## config.mk

```make
export PLATFORM = sky130hd
export DESIGN_NAME = pyc_sync_mem_port_ctrl
export DESIGN_NICKNAME = d
export VERILOG_FILES = /design/src/rtl/pyc_sync_mem_port_ctrl_pkg.sv /design/src/rtl/pyc_sync_mem_rsp_fifo.sv /design/src/rtl/pyc_sync_mem_port_ctrl.sv
export SDC_FILE = /design/constraint.sdc
export NUM_CORES = 1
export LEC_CHECK = 0
export ABC_CLOCK_PERIOD_IN_PS = 7200
export CELL_PAD_IN_SITES_DETAIL_PLACEMENT = 1
export CELL_PAD_IN_SITES_GLOBAL_PLACEMENT = 1
export CORE_AREA = 3 3 183 185
export CTS_BUF_LIST = sky130_fd_sc_hd__clkbuf_8 sky130_fd_sc_hd__clkbuf_16
export DETAILED_ROUTE_END_ITERATION = 8
export DIE_AREA = 0 0 186 188
export HOLD_SLACK_MARGIN = 0.1
export PLACE_DENSITY = 0.72
export SYNTH_ARGS = -nofsm -noshare
export SYNTH_HDL_FRONTEND = slang
export SYNTH_SLANG_ARGS = --single-unit
export TNS_END_PERCENT = 10
```

## constraint.sdc

```tcl
create_clock -name clk -period 7.2 [get_ports clk]
set_clock_uncertainty 0.1 [all_clocks]
set_input_delay 1.08 -clock clk [delete_from_list [all_inputs] [get_ports clk]]
set_output_delay 1.08 -clock clk [all_outputs]
set_load 0.01 [all_outputs]
```

## src/rtl/pyc_sync_mem_port_ctrl_pkg.sv

```systemverilog
// Shared sizing helpers for the sync-memory port controller and its
// response FIFO: strobe width and pointer width with a floor of 1.
package pyc_sync_mem_port_ctrl_pkg;

    function automatic int strb_w(input int dw);
        return dw / 8;
    endfunction

    function automatic int ptr_w(input int depth);
        return (depth > 1) ? $clog2(depth) : 1;
    endfunction

endpackage

```

## src/rtl/pyc_sync_mem_rsp_fifo.sv

```systemverilog
// Response buffer: DEPTH x DATA_WIDTH FIFO that flows input straight
// to output when empty; count is registered.
module pyc_sync_mem_rsp_fifo
    import pyc_sync_mem_port_ctrl_pkg::*;
#(
    parameter int DEPTH      = 2,
    parameter int DATA_WIDTH = 64,
    localparam int PW        = ptr_w(DEPTH),
    localparam int CW        = $clog2(DEPTH + 1)
) (
    input  logic                  clk,
    input  logic                  rst_n,
    input  logic                  in_valid,
    input  logic [DATA_WIDTH-1:0] in_data,
    output logic                  out_valid,
    input  logic                  out_ready,
    output logic [DATA_WIDTH-1:0] out_data,
    output logic [CW-1:0]         count
);

    logic [DATA_WIDTH-1:0] mem_q [DEPTH];
    logic [PW-1:0]         wr_ptr_q, wr_ptr_d;
    logic [PW-1:0]         rd_ptr_q, rd_ptr_d;
    logic [CW-1:0]         count_q, count_d;
    logic                  empty, pop, buf_pop, push;

    // Explicit wrap so non-power-of-two depths work
    function automatic logic [PW-1:0] ptr_inc(input logic [PW-1:0] p);
        return (p == PW'(DEPTH - 1)) ? '0 : p + 1'b1;
    endfunction

    always_comb begin
        empty     = (count_q == '0);
        out_valid = in_valid | ~empty;
        out_data  = empty ? in_data : mem_q[rd_ptr_q];
        pop       = out_valid & out_ready;
        buf_pop   = pop & ~empty;
        push      = in_valid & ~(empty & pop);
        wr_ptr_d  = push ? ptr_inc(wr_ptr_q) : wr_ptr_q;
        rd_ptr_d  = buf_pop ? ptr_inc(rd_ptr_q) : rd_ptr_q;
        count_d   = count_q + CW'(push) - CW'(buf_pop);
        count     = count_q;
    end

    always_ff @(posedge clk) begin
        if (!rst_n) begin
            wr_ptr_q <= '0;
            rd_ptr_q <= '0;
            count_q  <= '0;
        end else begin
            wr_ptr_q <= wr_ptr_d;
            rd_ptr_q <= rd_ptr_d;
            count_q  <= count_d;
        end
    end

    always_ff @(posedge clk) begin
        if (push) begin
            mem_q[wr_ptr_q] <= in_data;
        end
    end

    // Credit check upstream guarantees room for every returning read
    a_no_overflow: assert property (@(posedge clk) disable iff (!rst_n)
        !(push && !buf_pop && count_q == CW'(DEPTH)));

endmodule

```

## src/rtl/pyc_sync_mem_port_ctrl.sv

```systemverilog
// Initiator-side controller for a 1-cycle synchronous-read memory:
// credit-gated read issue, pass-through writes, buffered read responses.
module pyc_sync_mem_port_ctrl
    import pyc_sync_mem_port_ctrl_pkg::*;
#(
    parameter int ADDR_WIDTH  = 64,
    parameter int DATA_WIDTH  = 64,
    parameter int RSP_DEPTH   = 2,
    localparam int STRB_WIDTH = strb_w(DATA_WIDTH),
    localparam int CW         = $clog2(RSP_DEPTH + 1)
) (
    input  logic                  clk,
    input  logic                  rst_n,
    input  logic                  req_valid,
    output logic                  req_ready,
    input  logic                  req_write,
    input  logic [ADDR_WIDTH-1:0] req_addr,
    input  logic [DATA_WIDTH-1:0] req_wdata,
    input  logic [STRB_WIDTH-1:0] req_wstrb,
    output logic                  rsp_valid,
    input  logic                  rsp_ready,
    output logic [DATA_WIDTH-1:0] rsp_rdata,
    output logic                  busy,
    output logic                  mem_ren,
    output logic [ADDR_WIDTH-1:0] mem_raddr,
    input  logic [DATA_WIDTH-1:0] mem_rdata,
    output logic                  mem_wvalid,
    output logic [ADDR_WIDTH-1:0] mem_waddr,
    output logic [DATA_WIDTH-1:0] mem_wdata,
    output logic [STRB_WIDTH-1:0] mem_wstrb
);

    logic          inflight_q, inflight_d;
    logic [CW-1:0] buf_count;
    logic [CW:0]   occupancy;
    logic          rd_credit, accept;
    logic          fifo_in_valid, fifo_out_valid, fifo_out_ready;

    // A same-cycle pop never adds credit: occupancy uses registered state only
    always_comb begin
        occupancy      = {1'b0, buf_count} + {{CW{1'b0}}, inflight_q};
        rd_credit      = occupancy < (CW + 1)'(RSP_DEPTH);
        req_ready      = rst_n & (req_write | rd_credit);
        accept         = req_valid & req_ready;
        mem_ren        = accept & ~req_write;
        mem_wvalid     = accept & req_write;
        mem_raddr      = req_addr;
        mem_waddr      = req_addr;
        mem_wdata      = req_wdata;
        mem_wstrb      = req_wstrb;
        inflight_d     = mem_ren;
        fifo_in_valid  = rst_n & inflight_q;
        fifo_out_ready = rst_n & rsp_ready;
        rsp_valid      = rst_n & fifo_out_valid;
        busy           = rst_n & (inflight_q | (buf_count != '0));
    end

    always_ff @(posedge clk) begin
        if (!rst_n) begin
            inflight_q <= 1'b0;
        end else begin
            inflight_q <= inflight_d;
        end
    end

    pyc_sync_mem_rsp_fifo #(
        .DEPTH      (RSP_DEPTH),
        .DATA_WIDTH (DATA_WIDTH)
    ) u_rsp_fifo (
        .clk       (clk),
        .rst_n     (rst_n),
        .in_valid  (fifo_in_valid),
        .in_data   (mem_rdata),
        .out_valid (fifo_out_valid),
        .out_ready (fifo_out_ready),
        .out_data  (rsp_rdata),
        .count     (buf_count)
    );

endmodule

```

==> impl_metrics.xml <==
<?xml version="1.0" encoding="UTF-8"?>
<metrics>
  <group name="status">
    <metric name="outcome" unit="">finished clean</metric>
  </group>
  <group name="job">
    <metric name="max_cap_violations" unit="">0</metric>
  </group>
  <group name="global_routing">
    <metric name="grt_max_degree" unit="">67</metric>
    <metric name="grt_first_pass_wirelength" unit="mm">22.9</metric>
    <metric name="via_count_of_the_first_global_routing_pass" unit="">4067</metric>
    <metric name="grt_overflow" unit="">0</metric>
    <metric name="grt_antenna_before_repair" unit="">0</metric>
    <metric name="met3_usage" unit="%">4.17</metric>
    <metric name="top_usage_layer" unit="">met2</metric>
    <metric name="grt_util_met1" unit="%">9.05</metric>
    <metric name="global_route.usage.total" unit="%">8.75</metric>
    <metric name="grtUsageMet2" unit="%">13.7</metric>
  </group>
  <group name="critical_path">
    <metric name="critPathArrivalTime" unit="ns">2.96</metric>
    <metric name="cp_max_fo" unit="">66</metric>
    <metric name="worst-setup-path-type" unit="">flip-flop to output pin</metric>
    <metric name="worst_r2r_path_cells" unit="">5</metric>
    <metric name="crit-reg2reg-launch" unit="">u_rsp_fifo.count[1]</metric>
    <metric name="timing.rr.end" unit="">u_rsp_fifo.mem_q[0][37]</metric>
    <metric name="crit_required" unit="ns">6.02</metric>
    <metric name="timing.reg2reg.setup_slack" unit="ns">4.41</metric>
    <metric name="worst_setup_path_end_kind" unit="">output pin</metric>
    <metric name="setup.worst_path.start_class" unit="">flip-flop</metric>
  </group>
  <group name="clock_network">
    <metric name="tritoncts_num_sinks" unit="">134</metric>
    <metric name="cts.clk_slew.worst_paths" unit="ns">0.06</metric>
    <metric name="clk-insertion-delay-late" unit="ns">0.42</metric>
    <metric name="post_cts_hold_buffer_count" unit="">0</metric>
    <metric name="cts_made_buffers" unit="">17</metric>
    <metric name="h_tree_depth" unit="">4</metric>
    <metric name="ctsResizeCount" unit="">0</metric>
    <metric name="ctsRootBufferMaster" unit="">sky130_fd_sc_hd__clkbuf_16</metric>
    <metric name="cts_tree" unit="">built</metric>
    <metric name="cts_max_path_buffers" unit="">2</metric>
    <metric name="cts.repair_timing.setup_buffer_count" unit="">0</metric>
  </group>
  <group name="placement">
    <metric name="placedCellCount" unit="">909</metric>
    <metric name="numPortBuffers" unit="">137</metric>
    <metric name="post_dp_cell_area" unit="um2">7340</metric>
    <metric name="hpwl" unit="mm">9.96</metric>
    <metric name="global_placer_s_final_weighted_congestion" unit="">0.669</metric>
  </group>
  <group name="drt">
    <metric name="drt-total-wl" unit="mm">15.1</metric>
    <metric name="drtAntennaViolNets" unit="">0</metric>
    <metric name="drc_errors" unit="">0</metric>
    <metric name="first_pass_iters" unit="">4</metric>
    <metric name="drt_first_iter_violations" unit="">139</metric>
    <metric name="routed-via-count" unit="">3703</metric>
    <metric name="post_drt_via_cell_ratio" unit="">3.96</metric>
    <metric name="wl_per_cell" unit="um">16.2</metric>
  </group>
  <group name="yosys">
    <metric name="postSynthCellCount" unit="">582</metric>
    <metric name="synth.avg_cell_area" unit="um2">12.1</metric>
    <metric name="syn-cell-area" unit="um2">7050</metric>
    <metric name="post_synth_num_cell_types" unit="">28</metric>
    <metric name="yosysWarningCount" unit="">0</metric>
    <metric name="post_synth_and_or_nand_nor_area_fraction" unit="%">5.54</metric>
    <metric name="share_of_the_synthesized_area_in_compound_gates_ao_oa_aoi_oai" unit="%">5.24</metric>
    <metric name="ys_seq_area_share" unit="%">56.2</metric>
    <metric name="synth_nets" unit="">788</metric>
    <metric name="xor_xnor_fraction_of_synth_area" unit="%">0.124</metric>
    <metric name="synth_adder_area_share" unit="%">0.178</metric>
    <metric name="yosysTopAreaCellShare" unit="%">54.5</metric>
    <metric name="yosys.area.top_type" unit="">sky130_fd_sc_hd__edfxtp_1</metric>
    <metric name="post_synth_main_area_contributors" unit="">sky130_fd_sc_hd__edfxtp_1, sky130_fd_sc_hd__buf_4, sky130_fd_sc_hd__mux2i_1</metric>
    <metric name="synth_top_family_by_area" unit="">buffers and inverters</metric>
    <metric name="yosys_register_bits" unit="">134</metric>
    <metric name="muxShareOfSynthArea" unit="%">9.37</metric>
  </group>
  <group name="sta">
    <metric name="drv_slew" unit="">0</metric>
    <metric name="setup-violations-final" unit="">0</metric>
    <metric name="timing.slew.headroom" unit="%">33.5</metric>
    <metric name="max_freq" unit="MHz">241</metric>
    <metric name="worstMarginPinSlew" unit="ns">0.998</metric>
    <metric name="final_hold_viol_count" unit="">0</metric>
    <metric name="period_minus_slack" unit="ns">4.14</metric>
    <metric name="setup_total_negative_slack" unit="ns">0</metric>
    <metric name="post-route-period-util" unit="%">57.5</metric>
    <metric name="rsz0062_at_grt" unit="">false</metric>
  </group>
  <group name="final_layout">
    <metric name="number_of_cells_in_the_finished_layout_apart_from_fillers" unit="">936</metric>
    <metric name="layout-drive-gt1-share" unit="%">6.25</metric>
    <metric name="num-fill-cells" unit="">3551</metric>
    <metric name="antenna_cells" unit="">0</metric>
    <metric name="layout.cells.most_common_list" unit="">sky130_fd_sc_hd__clkdlybuf4s50_1, sky130_fd_sc_hd__edfxtp_1, sky130_fd_sc_hd__mux2i_1, sky130_fd_sc_hd__nand2_1, sky130_fd_sc_hd__o21ai_1</metric>
    <metric name="area.growth.synth_to_final" unit="%">11.5</metric>
    <metric name="summed_area_of_non_filler_cells_in_the_final_layout" unit="um2">7860</metric>
    <metric name="mostFrequentLayoutCell" unit="">sky130_fd_sc_hd__clkdlybuf4s50_1</metric>
    <metric name="total_nets_final" unit="">726</metric>
  </group>
  <group name="floorplan">
    <metric name="die-height" unit="um">188</metric>
    <metric name="ios" unit="">474</metric>
    <metric name="core_area" unit="um2">32200</metric>
    <metric name="die_width" unit="um">186</metric>
    <metric name="dieArea" unit="um2">35000</metric>
    <metric name="row_count" unit="">66</metric>
    <metric name="initial_utilization" unit="%">21.9</metric>
  </group>
  <group name="power">
    <metric name="power.density" unit="nW/um2">256</metric>
    <metric name="power.total" unit="mW">2.01</metric>
    <metric name="ir_worst_vdd" unit="mV">0.120</metric>
    <metric name="static-leakage-power" unit="nW">2.57</metric>
  </group>
  <group name="hold_path">
    <metric name="hold_wc_startpoint" unit="">u_rsp_fifo.wr_ptr_q</metric>
    <metric name="hp-class" unit="">flip-flop to flip-flop</metric>
    <metric name="min_to" unit="">u_rsp_fifo.wr_ptr_q</metric>
    <metric name="worst_hold_path.num_cells" unit="">2</metric>
  </group>
</metrics>
-- cell families (layout without fill, tap and decap cells) --
logic type               Yosys count  after routing
multiplexers                      66             66
adder cells (fa/ha/maj)            1              1
AND/OR/NAND/NOR                   86             86
XOR/XNOR                           1              1
buffers and inverters            223            169
AO/OA/AOI/OAI                     71             71
flip-flops                       134            134
-- metal layers --
layer,part of all wire (%),up-vias
li1,-,1695
met4,4.6,2
met3,8.8,65
met2,47,175
met5,0.30,-
met1,39,1766
-- power by group --
group | total (mW) | leakage, nW | switching [mW] | internal, mW
Combinational | 0.327 | 1.10 | 0.150 | 0.177
Sequential | 0.876 | 1.20 | 0.0132 | 0.863
Clock | 0.810 | 0.261 | 0.319 | 0.491
-- worst max-delay path, stage by stage (launching register included) --
cell	delay (ns)
sky130_fd_sc_hd__dfxtp_1	0.38
sky130_fd_sc_hd__nor2_4	0.12
sky130_fd_sc_hd__buf_4	0.52
sky130_fd_sc_hd__buf_4	0.61
sky130_fd_sc_hd__nand2_1	0.11
sky130_fd_sc_hd__o21ai_1	0.14
sky130_fd_sc_hd__clkdlybuf4s50_1	0.57
-- layout make-up --
class	instances	area, um2	area share, %
Clock buffer	17	425	5.41
Timing Repair Buffer	141	1400	17.8
Sequential cell	134	3970	50.5
Tap cell	408	510	6.49
Multi-Input combinational cell	225	1460	18.5
Clock inverter	10	93.8	1.19
Inverter	1	3.75	0.0478
-- synth_stat cells --
cell                       instances
sky130_fd_sc_hd__and3b_1           3
sky130_fd_sc_hd__inv_1             1
sky130_fd_sc_hd__clkbuf_1          3
sky130_fd_sc_hd__buf_2            11
sky130_fd_sc_hd__dfxtp_1           6
sky130_fd_sc_hd__a21oi_1           1
sky130_fd_sc_hd__mux2i_1          66
sky130_fd_sc_hd__nand2b_1          3
sky130_fd_sc_hd__a21boi_2          1
sky130_fd_sc_hd__and4b_1           1
sky130_fd_sc_hd__o21ai_0          13
sky130_fd_sc_hd__or2_2             1
sky130_fd_sc_hd__nand4_1           1
sky130_fd_sc_hd__buf_4           205
sky130_fd_sc_hd__o21a_1            3
sky130_fd_sc_hd__xnor2_1           1
sky130_fd_sc_hd__nand4b_1          2
sky130_fd_sc_hd__nand2_1          66
sky130_fd_sc_hd__and2_1            2
sky130_fd_sc_hd__buf_6             3
sky130_fd_sc_hd__ha_1              1
sky130_fd_sc_hd__and3_1            3
sky130_fd_sc_hd__edfxtp_1        128
sky130_fd_sc_hd__nor2_1            1
sky130_fd_sc_hd__or4_1             1
sky130_fd_sc_hd__nor2b_1           1
sky130_fd_sc_hd__o21ai_1          53
sky130_fd_sc_hd__nand2b_2          1
-- how the worst max path moves through the flow --
stage	start	endpoint	slack, ns	cells past startpoint
3_3_place_gp	rst_n	mem_ren	3.22	4
3_5_place_dp	rst_n	mem_ren	3.20	4
5_1_grt	u_rsp_fifo.count[1]	rsp_rdata[61]	2.75	6
2_1_floorplan	rst_n	u_rsp_fifo.mem_q[1][0]	3.76	2
4_1_cts	u_rsp_fifo.count[0]	rsp_rdata[61]	2.96	6
6_report	u_rsp_fifo.count[0]	rsp_rdata[17]	3.06	6
-- flip-flops by register name (all words and copies together), names as in the netlist, named ones only --
| signal | cells |
|---|---|
| u_rsp_fifo.mem_q | 128 |
| u_rsp_fifo.count | 2 |
| inflight_q | 1 |
| u_rsp_fifo.rd_ptr_q | 1 |
| u_rsp_fifo.wr_ptr_q | 1 |
-- through the flow --
step	worst slack [ns]	utilization, %	hold WS [ns]
after CTS	2.96	24.4	0.407
after detailed placement	3.20	22.8	0.399
final	3.06	24.4	0.406
after global routing	2.75	24.4	0.450
after floorplan	3.76	-	0.347
after global placement	3.22	22.8	0.363
Power figures use the tool's default switching activity.
